`src/rtl/cell_cache.sv`:
```
// Per-core write-back, lockable tape-cell cache over the shared tape memory.
// Lookups resolve combinationally; misses, evictions and drains run one at a time on the memory port.
module cell_cache #(
    parameter int NENTRIES = 4,
    parameter int ADDR_W   = 16,
    parameter int DATA_W   = 16
) (
    input  logic              clk,
    input  logic              rst,
    input  logic              rd_valid,
    input  logic [ADDR_W-1:0] rd_addr,
    input  logic              rd_lock,
    input  logic              flush,
    output logic              rd_hit,
    output logic [DATA_W-1:0] rd_data,
    output logic              stall,
    input  logic              wr_en,
    input  logic [ADDR_W-1:0] wr_addr,
    input  logic [DATA_W-1:0] wr_data,
    output logic              mem_req,
    output logic              mem_we,
    output logic [ADDR_W-1:0] mem_addr,
    output logic [DATA_W-1:0] mem_wdata,
    input  logic              mem_gnt,
    input  logic              mem_rvalid,
    input  logic [DATA_W-1:0] mem_rdata,
    input  logic              drain,
    output logic              drain_done
);
    localparam int IDX_W = (NENTRIES > 1) ? $clog2(NENTRIES) : 1;

    typedef enum logic [2:0] {IDLE, EVICT, FILL, WAIT, DRAIN} state_t;
    state_t state;

    logic [NENTRIES-1:0] valid, pending, locked, dirty;
    logic [ADDR_W-1:0]   tag  [NENTRIES];
    logic [DATA_W-1:0]   data [NENTRIES];
    logic [IDX_W-1:0]    rr, vic;
    logic [ADDR_W-1:0]   fill_addr;
    logic                drain_pend;

    logic                lookup, hit_ok, match_found;
    logic [IDX_W-1:0]    match_idx;
    logic                victim_found;
    logic [IDX_W-1:0]    victim_idx, probe;
    logic                wr_found;
    logic [IDX_W-1:0]    wr_idx;
    logic                drain_found;
    logic [IDX_W-1:0]    drain_idx;
    logic                go_drain, miss_latch;

    // A pending entry already owns its new tag, so a repeat lookup stalls instead of re-missing.
    always_comb begin
        match_found = 1'b0;
        match_idx   = '0;
        wr_found    = 1'b0;
        wr_idx      = '0;
        drain_found = 1'b0;
        drain_idx   = '0;
        for (int unsigned i = 0; i < NENTRIES; i++) begin
            if (!match_found && (valid[i] || pending[i]) && tag[i] == rd_addr) begin
                match_found = 1'b1;
                match_idx   = IDX_W'(i);
            end
            if (!wr_found && valid[i] && locked[i] && tag[i] == wr_addr) begin
                wr_found = 1'b1;
                wr_idx   = IDX_W'(i);
            end
            if (!drain_found && valid[i] && dirty[i]) begin
                drain_found = 1'b1;
                drain_idx   = IDX_W'(i);
            end
        end
        lookup  = rd_valid && !flush;
        hit_ok  = match_found && valid[match_idx] && !locked[match_idx] && !pending[match_idx];
        rd_hit  = lookup && hit_ok;
        rd_data = rd_hit ? data[match_idx] : '0;
        stall   = lookup && !hit_ok;
    end

    always_comb begin
        victim_found = 1'b0;
        victim_idx   = '0;
        probe        = '0;
        for (int unsigned k = 0; k < NENTRIES; k++) begin
            probe = rr + IDX_W'(k);
            if (!victim_found && !pending[probe] && (!valid[probe] || !locked[probe])) begin
                victim_found = 1'b1;
                victim_idx   = probe;
            end
        end
        go_drain   = drain || drain_pend;
        miss_latch = (state == IDLE) && !go_drain && lookup && !match_found && victim_found;
    end

    always_ff @(posedge clk) begin
        if (rst) begin
            state      <= IDLE;
            valid      <= '0;
            pending    <= '0;
            locked     <= '0;
            dirty      <= '0;
            rr         <= '0;
            vic        <= '0;
            fill_addr  <= '0;
            drain_pend <= 1'b0;
            mem_req    <= 1'b0;
            mem_we     <= 1'b0;
            mem_addr   <= '0;
            mem_wdata  <= '0;
            drain_done <= 1'b0;
        end else begin
            drain_done <= 1'b0;
            if (drain && (state == EVICT || state == FILL || state == WAIT))
                drain_pend <= 1'b1;
            if (rd_hit && rd_lock)
                locked[match_idx] <= 1'b1;
            if (wr_en && wr_found) begin
                data[wr_idx]   <= wr_data;
                locked[wr_idx] <= 1'b0;
                dirty[wr_idx]  <= 1'b1;
            end
            case (state)
                IDLE: begin
                    if (go_drain) begin
                        drain_pend <= 1'b0;
                        state      <= DRAIN;
                    end else if (miss_latch) begin
                        vic                 <= victim_idx;
                        rr                  <= victim_idx + IDX_W'(1);
                        fill_addr           <= rd_addr;
                        tag[victim_idx]     <= rd_addr;
                        valid[victim_idx]   <= 1'b0;
                        pending[victim_idx] <= 1'b1;
                        mem_req             <= 1'b1;
                        if (valid[victim_idx] && dirty[victim_idx]) begin
                            mem_we    <= 1'b1;
                            mem_addr  <= tag[victim_idx];
                            mem_wdata <= data[victim_idx];
                            state     <= EVICT;
                        end else begin
                            mem_we   <= 1'b0;
                            mem_addr <= rd_addr;
                            state    <= FILL;
                        end
                    end
                end
                EVICT: begin
                    if (mem_gnt) begin
                        dirty[vic] <= 1'b0;
                        mem_we     <= 1'b0;
                        mem_addr   <= fill_addr;
                        state      <= FILL;
                    end
                end
                FILL: begin
                    if (mem_gnt) begin
                        mem_req <= 1'b0;
                        state   <= WAIT;
                    end
                end
                WAIT: begin
                    if (mem_rvalid) begin
                        data[vic]    <= mem_rdata;
                        valid[vic]   <= 1'b1;
                        pending[vic] <= 1'b0;
                        dirty[vic]   <= 1'b0;
                        locked[vic]  <= 1'b0;
                        state        <= IDLE;
                    end
                end
                DRAIN: begin
                    // Dirty clears at issue so a writeback landing mid-request re-dirties the entry.
                    if (mem_req) begin
                        if (mem_gnt) begin
                            mem_req <= 1'b0;
                            mem_we  <= 1'b0;
                        end
                    end else if (!drain_found) begin
                        drain_done <= 1'b1;
                        state      <= IDLE;
                    end else if (!locked[drain_idx]) begin
                        mem_req          <= 1'b1;
                        mem_we           <= 1'b1;
                        mem_addr         <= tag[drain_idx];
                        mem_wdata        <= data[drain_idx];
                        dirty[drain_idx] <= 1'b0;
                    end
                end
                default: state <= IDLE;
            endcase
        end
    end
endmodule

```
`config.mk`:
```
export PLATFORM = sky130hd
export DESIGN_NAME = cell_cache
export DESIGN_NICKNAME = d
export VERILOG_FILES = /design/src/rtl/cell_cache.sv
export SDC_FILE = /design/constraint.sdc
export NUM_CORES = 1
export LEC_CHECK = 0
export ABC_AREA = 1
export BUFFER_PORTS_ARGS = -buffer_cell sky130_fd_sc_hd__buf_2
export CORE_MARGIN = 2
export CORE_UTILIZATION = 50
export CTS_CLUSTER_DIAMETER = 120
export DETAILED_ROUTE_END_ITERATION = 12
export PLACE_DENSITY = 0.72
export SYNTH_ARGS = -nofsm -noshare
export SYNTH_HDL_FRONTEND = slang
export SYNTH_SLANG_ARGS = --single-unit
```
`constraint.sdc`:
```
create_clock -name clk -period 3.03 [get_ports clk]
set_clock_uncertainty 0.2 [all_clocks]
set_input_delay 0.1515 -clock clk [delete_from_list [all_inputs] [get_ports clk]]
set_output_delay 0.1515 -clock clk [all_outputs]
set_load 0.02 [all_outputs]
```
# Word level (Yosys, flattened, before mapping)
# Memory sizes are Yosys's and may differ from the RTL's.
# Index checks and enable logic that the tools add are counted.
# Widths: inputs -> output; s select.
# classes
addsub	4
magnitude_cmp	14
eq_ne	25
n_mux	154
bitwise_logic	16
n_reduce_logical	105
# ops
op	count
$mux 16	14
$eq 16x16->1	8
$mux 4	19
$mux 1	72
$logic_and 1x1->1	51
$pmux 16 s3	1
$bmux 1 s2	18
$pmux 16 s2	1
$logic_not 1->1	30
$lt 2x3->1 const B	9
$and 4x4->4	6
$mux 2	11
$mux 3	7
$ne 2x2->1 const B	9
$not 4->4	4
$or 4x4->4	4
$pmux 4 s2	2
$pmux 3 s5	1
$reduce_and 7->1	2
$pmux 4 s3	1
$logic_or 1x1->1	11
$demux 1 s2	5
$ge 2x1->1 const B	5
$ne 3x3->1 const B	3
16 further kinds	24
# word_totals
reg_bits	75
ram_bits	128
input_bits	73
out_inout_bits	53
wordCells	334
memories	2
# mem_list
memory	words	width	read_ports	rd_ports_with_merged_regs	write_ports	line_no	rtl
data	4	16	3	0	2	37	logic [DATA_W-1:0] data [NENTRIES];
tag	4	16	6	0	1	36	logic [ADDR_W-1:0] tag [NENTRIES];

# Longest topological paths before layout
# Gate-level depths: netlist (run 1).
# An unclocked memory read counts as a cell.
# depth
ltp_word	31
depth_mapped	19
depth_no_buf	18

# Worst setup path before layout (run 1)
# OpenSTA, ideal clock, no wires.
# synth_timing
path_type	register to register
start	reg rr[0]
end	mem tag[0][0] (enable)
setup_time_ns	0.389
arrival_ns	2.493
required_ns	2.441
path_slack_ns	-0.051
stages_incl_launch_ff	16
n_path_buf	3
synth_period_minus_slack_ns	3.081
path_cell_list	dfxtp_1 -> buf_4 -> nand2_1 -> nand2_1 -> nand2_1 -> nand3_1 -> nand2_2 -> nor2_2 -> nand3_2 -> nand2_1 -> nand3_2 -> inv_1 -> buf_2 -> buf_4 -> nand2_1 -> nor2_1
# synth_between
elab_chain_cells	24
word_cells_on_any_way	67
cone_classes	add/sub (3); mux (37); reduce/logical (27)
# synth_lines
element	line_no	rtl
from (decl)	38	logic [IDX_W-1:0] rr, vic;
from (signal assigned)	130	rr <= victim_idx + IDX_W'(1);
$bmux 1 s2	87	if (!victim_found && !pending[probe] && (!valid[probe] || !locked[probe])) begin
$mux 1 (not written as such)	87	
$logic_not 1->1	87	
$logic_or 1x1->1	87	
$logic_and 1x1->1	87	
$mux 1	87	
$logic_not 1->1	87	
$logic_and 1x1->1 (2 in a row)	87	
(+6 left out)	--	
$logic_and 1x1->1 (2 in a row)	87	
$mux 1	87	
$logic_and 1x1->1	93	miss_latch = (state == IDLE) && !go_drain && lookup && !match_found && victim_found;
$mux 1	128	end else if (miss_latch) begin
$mux 1	125	if (go_drain) begin
$mux 1	123	case (state)
$mux 1	97	if (rst) begin
$mux 1 (not written as such)	132	tag[victim_idx] <= rd_addr;
to (decl)	36	
# Parallel ways exist; a longest one is shown, timed or not. The select of a mux whose other input is x is not followed.

==> impl_results.md, run 1 <==
- Period utilization: 1.06
- Final worst setup slack: -0.173 ns
- Worst-path clk slew: 0.06 ns
- GR Overflow Total: 0
- Die width: 167 µm
- Synth Net Count: 2006
- M2 GR Usage: 0.525
- Register area share after synthesis: 0.403
- Slowest cell on crit path: edfxtp_1
- Via count: 15100
- I/O Pins: 126
- Layout cells sized above 1: 0.181
- CTS tree: done
- CP required: 2.68 ns
- CTS Buf Count: 23
- Synth Cell Area: 13300 µm²
- Fmax: 0.312 GHz
- DRT iter0 DRCs: 2498
- Max-slew violation count: 0
- Total global-route track usage: 0.379
- Cells along the critical path: xor2_1, nor3_2, nand3_4, nand2_2, inv_2, nand3_2, nand3_2, nor2_4, buf_6, nand2_8, a21oi_4, buf_6
- Largest net degree at the start of global routing: 65
- Synth area leaders: edfxtp_1 29%, nand2_1 15%, dfxtp_1 11%, inv_1 6.9%, nor2_1 6.0%
- Clk_lat worst skew: 0.54 ns
- Util after Layout: 0.653
- Drt total wl: 55400 µm
- Most numerous cell in the Yosys netlist: nand2_1
- FP Rows: 59
- WS Path Type: flop to output pin
- Worst-margin pin slew: 0.641 ns
- Violated checks: setup timing
- Worst IR Drop VDD: 687 µV
- Avg WL per Cell: 21.8 µm
- Fill count: 2259
- Register Area: 5350 µm²
- Hold/Removal Path Class: input port to flop
- Post-layout nets: 2265
- EDFF count, synth: 128
- Setup slack after placement: 0.0955 ns
- # setup viols final: 18
- Post-synth ARST share: 0
- Area grow syn2layout: 28.3%
- Setup crit start kind: flop
- Status: complete, but fails checks
- Vias in the first global route: 13700
- # port buffers: 125
- Placed cells: 2378
- M1 GR Usage: 0.546
- Core Region: 26100 µm²
- Initial antenna violation count: 3
- CP delay by family, top: simple AND/OR/NAND/NOR gates
- Final cell count without fillers: 2541
- Routability congestion estimate: 1.06
- Top Usage Layer GRT: met1
- Synth Register Bits: 203
- Commonest cells post-synth: 529 x nand2_1, 244 x inv_1, 212 x nor2_1
- Slew headroom: 0.573
- Die Ht: 167 µm
- Remaining antenna violation count: 0
- Critical path peak fanout: 5
- Worst hold slack: 0.0870 ns
- Detail Placement HPWL: 37600 µm
- Root buffer cell: clkbuf_16
- DIE AREA: 27800 µm²
- Ys flop type: edfxtp_1
- Residual DRC count: 0
- Vias per cell: 5.96
- Final Critical Period: 3.20 ns
- Post-synth cell types: 48
- CP peak stage delay: 0.52 ns
- Initial Util: 0.509
- GR Layer Usage met3: 0.135
- Worst EP arrival: 2.85 ns
- Endpoint class of the critical path: output pin
- Hold Vio Cnt, Final: 0
- First-pass GRT wire length: 80700 µm
- Mapped Cells: 1929
- H-tree depth: 1
- Max-capacitance violation count: 0
- RSZ-0062 raised after global routing: true
- Synth top area share: 0.290
- Area of the multi-input gates: 7010 µm²
- DR pass1 iterations: 8
- Post-layout total power: 10.3 mW
- Synth warn: 0
- Worst path buffer plus inverter count: 3
- Leading area contributor after synthesis: edfxtp_1
- Syn avg cell area: 6.88 µm²
- Power density cells: 602 nW/µm²
- P_leak: 7.99 nW
- Sink Count: 203
- CTS max path bufs: 3
-- through the flow --
stage,TNS (ns),instance area [µm²]
CTS,-1.49,16400
global route,-2.79,17000
global placement,0,14600
finish,-2.38,17000
floorplan,-3.27,13300
detailed placement,0,14600
-- area by class of cell --
type / count / area share
Antenna cell: 1 / 0.000147
Clock buffer: 31 / 0.0381
Clock inverter: 11 / 0.00669
Inverter: 251 / 0.0558
Multi-Input combinational cell: 1392 / 0.412
Sequential cell: 203 / 0.314
Tap cell: 335 / 0.0246
Timing Repair Buffer: 317 / 0.149
-- registers in the layout (all words and copies together) (netlist names) --
name and flops:
pending 4, state 3, drain_done 1, locked 4, rr 2, mem_wdata 16, vic 2, dirty 4
valid 4, mem_req 1, mem_we 1, drain_pend 1, tag 64, data 64, fill_addr 16, mem_addr 16
-- cell usage in the layout (no fill, tap or decap), types with 5 or more instances in the layout --
master,count
a21oi_1,89
nor3_1,11
o22ai_1,71
a22oi_1,6
a21oi_2,26
buf_2,107
nand3_1,143
nor2_4,5
o31ai_1,17
inv_2,19
o21ai_1,5
nand2_2,11
buf_6,12
o21ai_0,145
clkbuf_16,25
nor2_1,197
xnor2_1,6
a21oi_4,7
nand4_1,13
buf_4,106
nor2_2,14
nand2_4,7
nand2_1,521
o2111ai_1,5
inv_1,230
nand3_2,8
xor2_1,35
a221oi_1,5
edfxtp_1,128
dfxtp_1,73
dlygate4sd3_1,78
nor3_2,6
buf_12,11
-- per-layer routing --
layer	up-vias	part of all wire
met2	1157	0.40
li1	6889	-
met5	-	0.00016
met1	6902	0.41
met4	2	0.039
met3	195	0.15
-- worst reg2reg max path: stages (launching register included) --
cell,delay (ns)
edfxtp_1,0.52
xor2_1,0.21
nor3_2,0.34
nand3_4,0.19
nand2_2,0.12
inv_2,0.06
nand3_2,0.06
nand3_2,0.10
nor2_4,0.13
buf_12,0.13
buf_4,0.14
nand4_1,0.08
a21oi_1,0.15
dlygate4sd3_1,0.55
-- where the power goes --
part           internal [mW]  switching (mW)  total [mW]
clock                   1.67            1.19        2.87
combinational           1.28            2.80        4.08
sequential              3.17           0.144        3.31
-- worst paths after layout --
check / startpoint / slack, ns / cells past startpoint / end
worst max-delay path: tag[0][13] / -0.17 / 12 / rd_data[7]
worst min-delay path: wr_addr[5] / 0.09 / 6 / dirty[2]
worst max register to register: tag[0][13] / 0.02 / 13 / locked[0]
worst min register to register: dirty[2] / 0.25 / 2 / dirty[2]
-- cell families (layout without fill, tap and decap cells) --
logic type | count (synthesis) | after routing | synth area share
compound gates | 391 | 391 | 0.165
xor+xnor | 42 | 42 | 0.0277
fa+ha+maj | 4 | 4 | 0.00377
flops | 203 | 203 | 0.403
simple gates | 953 | 955 | 0.299
other cells | 0 | 1 | 0
buf+inv | 336 | 610 | 0.101
-- timing repair --
action                     4_1_cts  5_1_grt
setup buffers                   15       24
cloned                           1        2
hold buffers                    78        0
resized for setup               51       95
hold endpoints to repair       163        0
pin swaps                       12       28
setup endpoints to repair       18      133
Note: power is estimated with default switching activity, not from simulation.
==> inputs of run 2 (changes only) <==
--- a/config.mk
+++ b/config.mk
@@ -11,7 +11,7 @@
 export CORE_UTILIZATION = 50
 export CTS_CLUSTER_DIAMETER = 120
 export DETAILED_ROUTE_END_ITERATION = 12
-export PLACE_DENSITY = 0.72
+export PLACE_DENSITY = 0.69
 export SYNTH_ARGS = -nofsm -noshare
 export SYNTH_HDL_FRONTEND = slang
 export SYNTH_SLANG_ARGS = --single-unit
==> constraint.sdc (replaced) <==
create_clock -name clk -period 3.6 [get_ports clk]
set_clock_uncertainty 0.2 [all_clocks]
set_input_delay 0.18 -clock clk [delete_from_list [all_inputs] [get_ports clk]]
set_output_delay 0.18 -clock clk [all_outputs]
set_load 0.02 [all_outputs]
==> run 2 against run 1 <==
  * The run now ends clean
  * Cell area fell by 6.5%
  * Utilization fell by 4.2 points
  * Worst setup slack better by 0.29 ns
  * Clock power is 11% lower
  * Final cell count is 2.6% lower
  * Sequential power is 16% lower
  * Combinational power down 24%
  * Critical path depth up 5
  * Worst hold slack worse by 0.0030 ns
  * Via count down 5.4%
  * Die area stayed put
  * Register-to-register slack better by 0.28 ns
==> impl_results.md, run 2 (synthesis gave the netlist of run 1 again) <==
- Leading cell type in the layout, fill and taps excluded: nand2_1
- Vias in the first global route: 13100
- CTS Buf Count: 24
- Layout cells sized above 1: 0.124
- Endpoint class of the critical path: output pin
- Post-layout nets: 2200
- Hold/Removal Path Class: input port to flop
- Setup crit start kind: input port
- Area grow syn2layout: 20.0%
- Max-slew violation count: 0
- Slew headroom: 0.544
- Die width: 167 µm
- Regs by FF count: data x64, tag x64
- Power density cells: 530 nW/µm²
- Initial Util: 0.509
- Initial antenna violation count: 1
- DR pass1 iterations: 8
- Worst-path clk slew: 0.05 ns
- Vias per cell: 5.79
- Slowest cell on crit path: dlygate4sd3_1
- Detail Placement HPWL: 37200 µm
- Remaining antenna violation count: 0
- Core Region: 26100 µm²
- Worst-margin pin slew: 0.684 ns
- Largest net degree at the start of global routing: 68
- Status: complete, no violations
- FP Rows: 59
- Sink Count: 203
- Worst IR Drop VDD: 646 µV
- Max-capacitance violation count: 0
- Root buffer cell: clkbuf_16
- WHS Path Cells: 5
- P_leak: 7.58 nW
- Worst EP arrival: 3.10 ns
- Total global-route track usage: 0.363
- WS Path Type: input port to output pin
- # setup viols final: 0
- H-tree depth: 1
- DIE AREA: 27800 µm²
- DRT iter0 DRCs: 1821
- Die Ht: 167 µm
- Final Critical Period: 3.48 ns
- GR Overflow Total: 0
- RSZ-0062 raised after global routing: true
- Avg WL per Cell: 20.9 µm
- Worst hold slack: 0.0840 ns
- # port buffers: 125
- First-pass GRT wire length: 78500 µm
- Via count: 14300
- Routability congestion estimate: 0.999
- CTS max path bufs: 3
- Ant diodes: 0
- CP peak stage delay: 0.52 ns
- CP required: 3.22 ns
- Drt total wl: 51700 µm
- Fmax: 0.287 GHz
- Hold Vio Cnt, Final: 0
- Reg2reg path depth: 17
- Residual DRC count: 0
- Most frequent cells in the layout: 529 x nand2_1, 239 x inv_1, 210 x nor2_1
- Clk_lat worst skew: 0.52 ns
- Cells along the critical path: dlygate4sd3_1, buf_2, inv_1, nand2_1, o21ai_0, a21oi_1, nand2_1, nor2_1, nand3_2, nand2_1, inv_2, nand3_1, nand3_1, nor2_4, nand2_4, a21oi_1, buf_2
- CTS tree: done
- Final worst setup slack: 0.121 ns
- Setup slack after placement: 0.380 ns
- Critical path peak fanout: 17
- Period utilization: 0.967
- I/O Pins: 126
- CP most frequent cell: nand2_1
-- run 2: cell types whose count changed in the layout (fill, tap and decap cells not counted), sizes merged --
cell and change:
bufinv +1, dlygate4sd3 -5, inv -3, nand2 -2, clkbuf -1, diode -1
clkinvlp +6, buf -60
-- run 2: power breakdown --
| group | internal [mW] | total (mW) | switching, mW |
|---|---|---|---|
| clock | 1.53 | 2.55 | 1.02 |
| combinational | 0.929 | 3.10 | 2.17 |
| sequential | 2.66 | 2.79 | 0.130 |
-- run 2: per-stage QoR --
stage	std cells	TNS [ns]	power (mW)	utilization	instance area, µm²
after detailed placement	2351	0	5.77	0.547	14300
after global placement	2351	0	5.75	0.547	14300
after global routing	2476	-0.0942	8.90	0.611	15900
final	2476	0	8.44	0.611	15900
after CTS	2468	0	8.38	0.607	15800
after floorplan	1929	0	4.86	-	13300
-- run 2: critical path: cells and delay by family --
family                 cells  cell delay (ns)
AND/OR/NAND/NOR            9             1.20
buffers and inverters      5             1.22
AO/OA/AOI/OAI              3             0.48
-- run 2: area by class of cell --
class | count | area, µm²
Inverter | 251 | 960
Sequential cell | 203 | 5350
Fill cell | 2467 | 10100
Tap cell | 335 | 419
Timing Repair Buffer | 253 | 1770
Clock inverter | 15 | 169
Clock buffer | 29 | 661
Multi-Input combinational cell | 1390 | 6590
-- run 2: timing repair --
action | 4_1_cts | 5_1_grt
endpoints found under the setup margin | 2 | 17
buffers inserted | 0 | 8
endpoints found under the hold margin | 151 | 0
hold buffers | 73 | 0
gates resized for setup | 1 | 8
pin swaps | 0 | 0
-- run 2: layer usage --
layer | vias to the layer above | routed length, µm | track usage
met5 | - | 0 | 0
met4 | 0 | 1300 | 0.0922
met3 | 93 | 6970 | 0.101
met2 | 901 | 21200 | 0.518
met1 | 6577 | 22200 | 0.539
li1 | 6756 | - | -
-- run 2: path summary, 6_finish.rpt --
kind,start,to,slack (ns)
setup / recovery,rd_addr[1],rd_data[8],0.12
hold / removal,rd_valid,locked[2],0.08
setup reg to reg,rr[0],mem_addr[6],0.30
hold reg to reg,dirty[3],dirty[3],0.27
